--- config.mk ---
export PLATFORM = sky130hd
export DESIGN_NAME = simon_encrypt
export DESIGN_NICKNAME = d
export VERILOG_FILES = /design/src/rtl/simon_pkg.sv /design/src/rtl/simon_round.sv /design/src/rtl/simon_encrypt.sv
export SDC_FILE = /design/constraint.sdc
export NUM_CORES = 1
export LEC_CHECK = 0
export BUFFER_PORTS_ARGS = -buffer_cell sky130_fd_sc_hd__buf_2
export CAP_MARGIN = 25
export CORE_AREA = 8 8 223 225
export DETAILED_ROUTE_END_ITERATION = 10
export DIE_AREA = 0 0 231 233
export PLACE_DENSITY = 0.37
export REMOVE_ABC_BUFFERS = 1
export SETUP_SLACK_MARGIN = 0.5
export SLEW_MARGIN = 20
export SYNTH_ARGS = -nofsm -noshare
export SYNTH_HDL_FRONTEND = slang
export SYNTH_SLANG_ARGS = --single-unit
--- constraint.sdc ---
create_clock -name clk -period 2.76 [get_ports clk]
set_input_delay 0.414 -clock clk [delete_from_list [all_inputs] [get_ports clk]]
set_output_delay 0.414 -clock clk [all_outputs]
set_load 0.1 [all_outputs]
--- src/rtl/simon_pkg.sv ---
// Shared constants, FSM encoding and rotate helper for the Simon 32/64 encryption engine.
package simon_pkg;

  localparam int WORD_W    = 16;
  localparam int ROUNDS    = 32;
  localparam int KEY_BUS_W = ROUNDS * WORD_W;
  localparam int RND_W     = $clog2(ROUNDS);

  typedef enum logic [1:0] {
    IDLE = 2'd0,
    RUN  = 2'd1,
    DONE = 2'd2
  } state_t;

  // Rotate left by a constant amount, modulo the word width.
  function automatic logic [WORD_W-1:0] rotl(input logic [WORD_W-1:0] v, input int unsigned s);
    return (v << s) | (v >> (WORD_W - s));
  endfunction

endpackage

--- src/rtl/simon_round.sv ---
// One combinational Simon round: x' = y ^ f(x) ^ k, y' = x.
module simon_round
  import simon_pkg::*;
(
  input  logic [WORD_W-1:0] x,
  input  logic [WORD_W-1:0] y,
  input  logic [WORD_W-1:0] k,
  output logic [WORD_W-1:0] x_next,
  output logic [WORD_W-1:0] y_next
);

  logic [WORD_W-1:0] f_s;

  assign f_s    = (rotl(x, 1) & rotl(x, 8)) ^ rotl(x, 2);
  assign x_next = y ^ f_s ^ k;
  assign y_next = x;

endmodule

--- src/rtl/simon_encrypt.sv ---
// Iterative Simon 32/64 encryption engine: one round per clock, valid/ready on both sides.
module simon_encrypt
  import simon_pkg::*;
(
  input  logic                   clk,
  input  logic                   rst,
  input  logic [KEY_BUS_W-1:0]   key_total,
  input  logic                   key_valid,
  input  logic                   in_valid,
  output logic                   in_ready,
  input  logic [2*WORD_W-1:0]    plaintext,
  output logic                   out_valid,
  input  logic                   out_ready,
  output logic [2*WORD_W-1:0]    ciphertext,
  output logic                   busy
);

  state_t            state_r;
  logic [WORD_W-1:0] x_r;
  logic [WORD_W-1:0] y_r;
  logic [RND_W-1:0]  round_r;
  logic              out_valid_r;
  logic              busy_r;
  logic [WORD_W-1:0] key_s;
  logic [WORD_W-1:0] x_next_s;
  logic [WORD_W-1:0] y_next_s;
  logic              last_s;

  assign key_s  = key_total[round_r*WORD_W +: WORD_W];
  assign last_s = (round_r == RND_W'(ROUNDS - 1));

  simon_round u_round (
    .x      (x_r),
    .y      (y_r),
    .k      (key_s),
    .x_next (x_next_s),
    .y_next (y_next_s)
  );

  // Gated by rst so nothing is offered while reset is held.
  assign in_ready   = rst & key_valid & (state_r == IDLE);
  assign out_valid  = out_valid_r;
  assign busy       = busy_r;
  assign ciphertext = {x_r, y_r};

  // Control FSM, round counter and block state registers.
  always_ff @(posedge clk or negedge rst) begin
    if (!rst) begin
      state_r     <= IDLE;
      x_r         <= {WORD_W{1'b0}};
      y_r         <= {WORD_W{1'b0}};
      round_r     <= {RND_W{1'b0}};
      out_valid_r <= 1'b0;
      busy_r      <= 1'b0;
    end else begin
      case (state_r)
        IDLE: begin
          if (in_valid && key_valid) begin
            x_r     <= plaintext[2*WORD_W-1:WORD_W];
            y_r     <= plaintext[WORD_W-1:0];
            round_r <= {RND_W{1'b0}};
            busy_r  <= 1'b1;
            state_r <= RUN;
          end else begin
            busy_r  <= 1'b0;
            state_r <= IDLE;
          end
        end
        RUN: begin
          x_r     <= x_next_s;
          y_r     <= y_next_s;
          round_r <= round_r + RND_W'(1);
          if (last_s) begin
            busy_r      <= 1'b0;
            out_valid_r <= 1'b1;
            state_r     <= DONE;
          end else begin
            state_r <= RUN;
          end
        end
        DONE: begin
          if (out_ready) begin
            out_valid_r <= 1'b0;
            state_r     <= IDLE;
          end else begin
            state_r <= DONE;
          end
        end
        default: begin
          out_valid_r <= 1'b0;
          busy_r      <= 1'b0;
          state_r     <= IDLE;
        end
      endcase
    end
  end

endmodule

=== Word level (Yosys, flattened, before mapping) ===
Index checks and enable logic that the tools add are counted.

* Register bits after elaboration: 41
* Output and inout port bits: 35
* Word-level logic and storage cells: 47

* Add/sub/neg operators: 1
* Eq/ne operators: 6
* Shift operators: 1
* Multiplexer cells: 16
* Bitwise operators: 11
* Reduce and logical (&&, ||, !) cells: 6

{| class="wikitable"
|+ Operator list
! cell !! number
|-
| 512-bit by 10-bit variable part select with 16-bit output || 1
|-
| 16-bit one-hot mux with 2 select lines || 2
|-
| 16-bit bitwise XOR || 3
|-
| 16-bit two-way mux || 2
|-
| 16-bit bitwise AND || 1
|-
| 16-bit by 1-bit OR with 16-bit output || 1
|-
| 16-bit by 2-bit OR with 16-bit output || 1
|-
| 16-bit by 8-bit OR with 16-bit output || 1
|-
| 5-bit one-hot mux with 2 select lines || 1
|-
| 1-bit one-hot mux with 3 select lines || 2
|-
| 2-bit one-hot mux with 3 select lines || 1
|-
| 5-bit by 1-bit adder with 5-bit output, second input constant || 1
|-
| 5-bit equality test, second input constant || 1
|-
| 1-bit two-way mux || 5
|-
| 5-bit two-way mux || 1
|-
| 2-bit two-way mux || 2
|-
| 2-bit inequality test, second input constant || 2
|-
| 2-bit AND reduction || 2
|-
| 3-bit AND reduction || 1
|-
| 1-bit bitwise AND || 2
|-
| 2-bit by 1-bit equality test with 1-bit output, second input constant || 1
|-
| 2-bit equality test, second input constant || 1
|-
| 2-bit zero test || 1
|-
| 2-bit by 1-bit inequality test with 1-bit output, second input constant || 1
|-
| 3 further kinds || 4
|}

=== Logic depth before layout (Yosys ltp) ===
Gate-level depths: netlist of the first run.

* Word-level depth: 6
* Gate-level depth with buffers: 11

=== Cells and area by module ===
Synthesis of the first run repeated with hierarchy kept, for this count alone.

* Cell total of the unflattened synthesis: 757
* Area, all modules: 7139.3 sq um

{| class="wikitable"
|+ By module, submodules not included
! module !! instances !! cells each !! area an instance (sq um) !! sequential area each (sq um)
|-
| simon_encrypt || 1 || 693 || 6458.7 || 1026.0
|-
| simon_round || 1 || 64 || 680.7 || 0.0
|}

=== Worst setup path after synthesis of the first run ===
Ideal clock, no wire load.

* Path kind: register to output
* Start: register state_r[0]
* End: output in_ready
* Arrival: 3.347 ns
* Slack: -1.001 ns
* Cell stages (with the launch flop): 2
* Buffers on the path: 0
* Cell sequence: dfrtp_1 > nor4bb_1

* Cells in the longest elaborated chain, start to end: 2

{| class="wikitable"
|+ Ends and longest elaborated chain
! what !! line !! source
|-
| start: declaration || simon_encrypt.sv:18 || <nowiki>state_t state_r;</nowiki>
|-
| start signal: assignment || simon_encrypt.sv:49 || <nowiki>state_r <= IDLE;</nowiki>
|-
| start signal: assignment || simon_encrypt.sv:63 || <nowiki>state_r <= RUN;</nowiki>
|-
| start signal: assignment || simon_encrypt.sv:66 || <nowiki>state_r <= IDLE;</nowiki>
|-
| 2-bit zero test || simon_encrypt.sv:41 || <nowiki>assign in_ready = rst & key_valid & (state_r == IDLE);</nowiki>
|-
| 1-bit bitwise AND || simon_encrypt.sv:41 ||
|-
| end: declaration || simon_encrypt.sv:10 || <nowiki>output logic in_ready,</nowiki>
|}

Every way passes these cells.

=== Final worst setup path of the first run ===
* Start: register round_r[0]
* End: register x_r[14]

* Cells in the longest elaborated chain, start to end: 3

{| class="wikitable"
|+ Ends and longest elaborated chain
! what !! line !! source
|-
| start: declaration || simon_encrypt.sv:21 || <nowiki>logic [RND_W-1:0] round_r;</nowiki>
|-
| start signal: assignment || simon_encrypt.sv:52 || <nowiki>round_r <= {RND_W{1'b0}};</nowiki>
|-
| start signal: assignment || simon_encrypt.sv:61 || <nowiki>round_r <= {RND_W{1'b0}};</nowiki>
|-
| start signal: assignment || simon_encrypt.sv:72 || <nowiki>round_r <= round_r + RND_W'(1);</nowiki>
|-
| 512-bit by 10-bit variable part select with 16-bit output || simon_encrypt.sv:29 || <nowiki>assign key_s = key_total[round_r*WORD_W +: WORD_W];</nowiki>
|-
| 16-bit bitwise XOR || simon_round.sv:15 || <nowiki>assign x_next = y ^ f_s ^ k;</nowiki>
|-
| 16-bit one-hot mux with 2 select lines || simon_encrypt.sv:56 || <nowiki>case (state_r)</nowiki>
|-
| end signal: assignment || simon_encrypt.sv:50 || <nowiki>x_r <= {WORD_W{1'b0}};</nowiki>
|-
| end signal: assignment || simon_encrypt.sv:59 || <nowiki>x_r <= plaintext[2*WORD_W-1:WORD_W];</nowiki>
|-
| end signal: assignment || simon_encrypt.sv:70 || <nowiki>x_r <= x_next_s;</nowiki>
|-
| end: declaration || simon_encrypt.sv:19 || <nowiki>logic [WORD_W-1:0] x_r;</nowiki>
|}

Every way passes these cells.
A chain may end at the register's enable or synchronous reset.

==> results of run 1 <==
## power by group through the flow
stage	Clock (W)	Sequential (W)	Combinational [W]
floorplan	0	0.00354	0.00436
global placement	0	0.00156	0.0103
detailed placement	0	0.00155	0.0103
CTS	0.000847	0.00153	0.0113
global route	0.000860	0.00158	0.0123
finish	0.000818	0.00151	0.0114
## logic make-up after synthesis
kind of cell	after synthesis
muxes	186
xor gates and xnor gates	44
and+or+nand+nor	122
AOI/OAI and AO/OA	153
DFF	41
buffers and inverters	60
adders and majority gates	2
## worst max-delay path: cells and delay by family (launching register included)
family | cells | cell delay (ns)
compound gates | 3 | 0.70
flops | 1 | 0.53
buf+inv | 3 | 0.44
mux | 1 | 0.44
xor+xnor | 1 | 0.13
simple gates | 1 | 0.09
## sequential cells by signal (all words and copies together) (netlist names)
signal / flops
busy: 1
out_valid: 1
round_r: 5
state_r: 2
x_r: 16
y_r: 16
## cell type report
cell class | instances | area [um^2]
Clock buffer | 5 | 125.1
Antenna cell | 12 | 30.03
Multi-Input combinational cell | 507 | 5497
Sequential cell | 41 | 1035
Fill cell | 5128 | 34790
Timing Repair Buffer | 645 | 3754
Inverter | 1 | 3.754
Clock inverter | 3 | 65.06
Tap cell | 607 | 759.5
## timing repair
action	in CTS	in global routing
gates cloned	3	1
pin swaps	26	10
setup endpoints to repair	16	16
buffers inserted	9	4
gates resized for setup	66	16
## stage by stage
stage,hold slack [ns],util
3_3_place_gp,0.4619,0.2244
2_1_floorplan,0.1184,-
4_1_cts,0.2519,0.2405
6_report,0.2216,0.2446
3_5_place_dp,0.4626,0.2244
5_1_grt,0.2889,0.2445
## layout by cell type (no fill, tap or decap), types with 5 or more instances in the layout
cell type,n
buf_6,6
xor2_1,16
nand2_1,49
o21ai_1,7
clkbuf_16,6
nor3_2,5
dfrtp_1,38
a22o_1,6
nor2b_1,15
nand3_1,13
a21oi_1,13
buf_4,33
buf_12,15
mux2i_1,91
nor2_1,9
o22ai_2,8
or3_1,5
xnor2_1,25
a22oi_2,9
o22a_1,5
buf_2,582
diode_2,12
a221oi_2,7
a22oi_1,32
mux4_2,92
o221ai_2,5
buf_16,5
o21ai_0,22
o21bai_1,5
a211oi_1,11
## worst paths after layout
| check | end | cells past startpoint |
|---|---|---|
| max | x_r[14] | 9 |
| min | out_valid | 2 |
| max reg2reg | x_r[14] | 9 |
| min reg2reg | busy | 1 |
| max in group asynchronous | round_r[1] | 2 |
| min in group clk | x_r[2] | 3 |
## routing by layer
layer / GRT usage / up-vias / part of all wire
met5: 0 / - / 0.00080
met4: 0.02811 / 6 / 0.011
met3: 0.03215 / 31 / 0.060
met2: 0.2859 / 326 / 0.52
met1: 0.1964 / 3844 / 0.41
li1: - / 3676 / -
==> metrics.md, run 1 <==
| Metric | Value |
|---|---|
| Fin. max-slew vios | 0 |
| Gr usage total | 0.1592 |
| Routed via count | 7883 |
| Core area | 46060 um^2 |
| Clock power share | 0.060 |
| Part of the power in registers | 0.110 |
| First DRT Iteration DRCs | 449 |
| Area contributors post-synth | mux4_2 32%, dfrtp_1 16%, mux2i_1 14% |
| Wire length per cell | 24.86 um |
| R2r startpoint | round_r[0] |
| Peak VDD IR | 0.9301 mV |
| Worst-Skew Late Latency | 0.30 ns |
| Critical path launch point type | register |
| Drt pass-1 iters | 4 |
| Layout Skew | 0.007928 ns |
| Synth unique cells | 43 |
| Final wirelength | 45270 um |
| Largest net degree at the start of global routing | 63 |
| P&R area growth vs syn | 73.79% |
| Syn Inst Count | 608 |
| Critical path class | reg -> reg |
| Mux share of post-synthesis cell area | 0.4651 |
| Largest driver fanout on the critical path | 5 |
| Unrepaired setup endpoints after global routing | yes |
| Layout cells sized above 1 | 0.6780 |
| Crit-path max cell delay | 0.53 ns |
| Post-synthesis compound-gate area fraction | 0.1638 |
| IO Count | 584 |
| Final GP Congestion | 0.9268 |
| Root Driver | clkbuf_16 |
| Die W | 231 um |
| Final Cycle Share | 0.8804 |
| Register area share after synthesis | 0.1582 |
| Combinational family with the most area after synthesis | multiplexers |
| Yosys warnings | 0 |
| Tightest Pin Transition | 0.6602 ns |
| CTS tree | built |
| Final hold viol count | 0 |
| FP Rows | 79 |
| Setup TNS | 0 ns |
| Starting density of the core | 0.1408 |
| Post-route cell area | 11270 um^2 |
| Hold_buf cts | 0 |
| Switching Fraction | 0.5301 |
| First-pass GRT wire length | 63310 um |
| Post-DP HPWL | 39230 um |
| P_sw | 0.007269 W |
| Post-synthesis async set-or-reset flop share | 1.000 |
| Maxcap violations | 0 |
| Pre-CTS WS | -0.05427 ns |
| Tot Pwr | 0.01371 W |
| Routed Antenna Nets | 0 |
| Crit-path slowest cell | dfrtp_4 |
| Placed cells | 1784 |
| Share of the synthesized area in the top cell type | 0.3196 |
| Vias in the first global route | 8922 |
| Total congestion overflow | 0 |
| Setup ws final | 0.3300 ns |
| EDFF count, synth | 0 |
| Placed Area | 10330 um^2 |
| Synth Flop Type | dfrtp_1 |
| Post-Synth Simple-Gate Area | 0.09475 |
| Crit path cell chain | buf_12, buf_8, mux4_2, a22o_1, a221oi_4, buf_6, nand3_4, xnor2_2, a21oi_1 |
| Final net count | 1752 |
| Pint | 0.006443 W |
| Reg2Reg Setup Slack | 0.33 ns |
| Clock Tree Buf Depth | 2 |
| Worst path required time | 2.98 ns |
| Tmin final | 2.430 ns |
| Worst hold-check path type | in -> async |
| Crit path DAT | 2.65 ns |
| Initial antenna violation count | 18 |
| Clk pin slew, worst setup/hold paths | 0.07 ns |
| Final routed DRC violation total | 0 |
| Vias/cell | 4.329 |
| # setup viols final | 0 |
| Post-synth design cell area | 6484 um^2 |
| Crit end category | register |
| Die Height | 233 um |
| H-tree Lvls | 2 |
| Lkg Pwr | 5.176 nW |
| Clock sink count | 41 |
| Synth Register Bits | 41 |
| XOR/XNOR Fraction of Synth Area | 0.05944 |
| I/O Buffers | 583 |
| CP startpoint | round_r[0] |
| Post-Layout Cell Count | 1821 |
| Syn Area/Cell | 10.66 um^2 |
| Pwr dens | 1217 nW/um^2 |
| Slew HR | 0.5579 |
| Total CTS buffers | 5 |
| Top post-synthesis cells by count | 92 x mux2i_1, 92 x mux4_2, 49 x nand2_1 |
| Die Area | 53820 um^2 |
| Max Clk Rate | 0.4115 GHz |
| Area leader, netlist | mux4_2 |
| Gate power share | 0.830 |
| Status | finished, final reports clean |
| Adder-Cell Fraction of Synth Area | 0.003860 |
No activity file was read; power rests on OpenSTA's default activity.
==> inputs of run 2 (changes only) <==
clock period = 2.6 ns   (was 2.76 ns; I/O delays follow)
==> metrics.md, run 2 (synthesis gave the netlist of run 1 again) <==
| Metric | Value |
|---|---|
| Reg2Reg Setup Slack | 0.22 ns (was 0.33 ns) |
| Crit end category | register (unchanged) |
| CTS tree | built (unchanged) |
| IO Count | 584 (unchanged) |
| Final Cycle Share | 0.9158 (was 0.8804) |
| Worst path required time | 2.77 ns (was 2.98 ns) |
| Worst-Skew Late Latency | 0.30 ns (about the same) |
| Slew HR | 0.4691 (was 0.5579) |
| Total congestion overflow | 0 (unchanged) |
| Lkg Pwr | 5.197 nW (was 5.176 nW) |
| Vias in the first global route | 8943 (was 8922) |
| Final routed DRC violation total | 0 (unchanged) |
| Final net count | 1760 (was 1752) |
| Crit path cell chain | buf_6, clkbuf_16, buf_8, mux4_2, a22o_1, a221oi_2, nand3_1, xnor2_1, a21oi_1 (was buf_12, buf_8, mux4_2, a22o_1, a221oi_4, buf_6, nand3_4, xnor2_2, a21oi_1) |
| Tot Pwr | 0.01466 W (was 0.01371 W) |
| Worst hold slack | 0.2213 ns (was 0.2216 ns) |
| Crit path depth | 9 (unchanged) |
| Pwr dens | 1296 nW/um^2 (was 1217 nW/um^2) |
| Critical path launch point type | register (unchanged) |
| Core area | 46060 um^2 (unchanged) |
| Final hold viol count | 0 (unchanged) |
| Final GP Congestion | 0.9069 (was 0.9268) |
| Starting density of the core | 0.1408 (unchanged) |
| Wire length per cell | 24.99 um (was 24.86 um) |
| R2r startpoint | round_r[0] (unchanged) |
| Clock sink count | 41 (unchanged) |
| Tmin final | 2.381 ns (was 2.430 ns) |
| Peak VDD IR | 0.8379 mV (was 0.9301 mV) |
| Crit-path slowest cell | dfrtp_4 (unchanged) |
| Crit path DAT | 2.55 ns (was 2.65 ns) |
| Top flop regs | x_r x16, y_r x16, round_r x5 (unchanged) |
| P&R area growth vs syn | 74.41% (was 73.79%) |
| Critical path class | reg -> reg (unchanged) |
| Clock Tree Buf Depth | 2 (unchanged) |
| Hold_buf cts | 0 (unchanged) |
| Worst hold-check path type | in -> async (unchanged) |
| First DRT Iteration DRCs | 369 (was 449) |
| Pint | 0.006816 W (was 0.006443 W) |
| Reg2reg path depth | 9 (unchanged) |
| Gate power share | 0.843 (was 0.830) |
| Tightest Pin Transition | 0.7946 ns (was 0.6602 ns) |
| Buf/Inv on CP | 3 (unchanged) |
| Max Clk Rate | 0.4200 GHz (was 0.4115 GHz) |
| Fin. max-slew vios | 0 (unchanged) |
| Final wirelength | 45460 um (was 45270 um) |
| Routed via count | 7858 (was 7883) |
| Clk pin slew, worst setup/hold paths | 0.07 ns (about the same) |
| CP startpoint | round_r[0] (unchanged) |
| Switching Fraction | 0.5350 (was 0.5301) |
| # setup viols final | 0 (unchanged) |
| Die Height | 233 um (unchanged) |
| H-tree Lvls | 2 (unchanged) |
| Unrepaired setup endpoints after global routing | yes (unchanged) |
| Die W | 231 um (unchanged) |
| Clock power share | 0.048 (was 0.060) |
| Worst r2r dst | x_r[8] (was x_r[14]) |
| Most common cell after layout, fill and taps aside | buf_2 (unchanged) |
| First-pass GRT wire length | 63160 um (was 63310 um) |
| Vias/cell | 4.320 (was 4.329) |
| Fin util | 0.2455 (was 0.2446) |
| Part of the power in registers | 0.109 (was 0.110) |
| Routed Antenna Nets | 0 (unchanged) |
| Largest driver fanout on the critical path | 7 (was 5) |
| Post-DP HPWL | 39090 um (was 39230 um) |
| Initial antenna violation count | 7 (was 18) |
| Largest net degree at the start of global routing | 69 (was 63) |
| I/O Buffers | 583 (unchanged) |
| Status | finished, final reports clean (unchanged) |
| P_sw | 0.007841 W (was 0.007269 W) |
| Layout cells sized above 1 | 0.6802 (was 0.6780) |
| Layout Skew | 0.007390 ns (was 0.007928 ns) |
| Total CTS buffers | 5 (unchanged) |
| Gr usage total | 0.1586 (was 0.1592) |
| Setup crit end | x_r[8] (was x_r[14]) |
| Die Area | 53820 um^2 (unchanged) |
| FP Rows | 79 (unchanged) |
| Drt pass-1 iters | 5 (was 4) |
| Root Driver | clkbuf_16 (unchanged) |
| Maxcap violations | 0 (unchanged) |
| Delay-heaviest family, CP | flip-flops (was compound AO/OA/AOI/OAI gates) |
| Most frequent cells in the layout | 582 x buf_2, 92 x mux4_2, 90 x mux2i_1 (was 582 x buf_2, 92 x mux4_2, 91 x mux2i_1) |
| Crit-path max cell delay | 0.54 ns (was 0.53 ns) |
[run 2: final cells by class]
class                      count  area, um^2
fill                        5082       34750
multi-input combinational    507        5542
timing repair buffer         653        3807
sequential                    41        1033
tap                          607       759.5
clock buffer                   7       152.6
clock inverter                 1       5.005
antenna                        2       5.005
inverter                       1       3.754
[run 2: what timing repair did]
item | CTS | global route
resized for setup | 51 | 45
cloned | 1 | 5
pin swaps | 16 | 36
buffers inserted | 12 | 8
setup endpoints to repair | 17 | 17
[run 2: worst reg2reg max path, cell delays in order, from the launching register on]
cell       delay [ns]
dfrtp_4          0.54
buf_6            0.15
clkbuf_16        0.15
buf_8            0.12
mux4_2           0.43
a22o_1           0.21
a221oi_2         0.24
nand3_1          0.16
xnor2_1          0.17
a21oi_1          0.08
[run 2: per-layer routing]
layer  track usage  up-vias  wire length, um
met5             0        -               41
met4       0.02039        6              286
met3       0.03398       19             2694
met2        0.2918      302            24060
met1        0.1916     3856            18380
li1              -     3675                -
[run 2: how the worst min path moves through the flow]
stage | start | end | slack, ns | depth (start not counted)
floorplan | rst | busy | 0.09 | 0
global placement | busy | busy | 0.47 | 1
detailed placement | busy | busy | 0.49 | 1
CTS | rst | y_r[14] | 0.25 | 2
global route | rst | y_r[14] | 0.28 | 2
finish | rst | y_r[14] | 0.22 | 2
[run 2: metrics by stage]
| step | instances | cell area [um^2] | setup TNS (ns) | worst slack, ns |
|---|---|---|---|---|
| 6_report | 1819 | 11310 | 0 | 0.2190 |
| 4_1_cts | 1804 | 10870 | 0 | 0.2154 |
| 2_1_floorplan | 549 | 6132 | -170.29 | -4.966 |
| 3_5_place_dp | 1783 | 10300 | -0.1751 | -0.1441 |
| 3_3_place_gp | 1783 | 10300 | -0.2304 | -0.1664 |
| 5_1_grt | 1818 | 11310 | 0 | 0.1473 |
[run 2: power by group through the flow]
stage          Combinational, W  Sequential [W]  Clock, W
3_5_place_dp             0.0109         0.00173         0
3_3_place_gp             0.0109         0.00172         0
6_report                 0.0124         0.00160  0.000702
5_1_grt                  0.0133         0.00168  0.000760
4_1_cts                  0.0117         0.00166  0.000752
2_1_floorplan           0.00457         0.00374         0
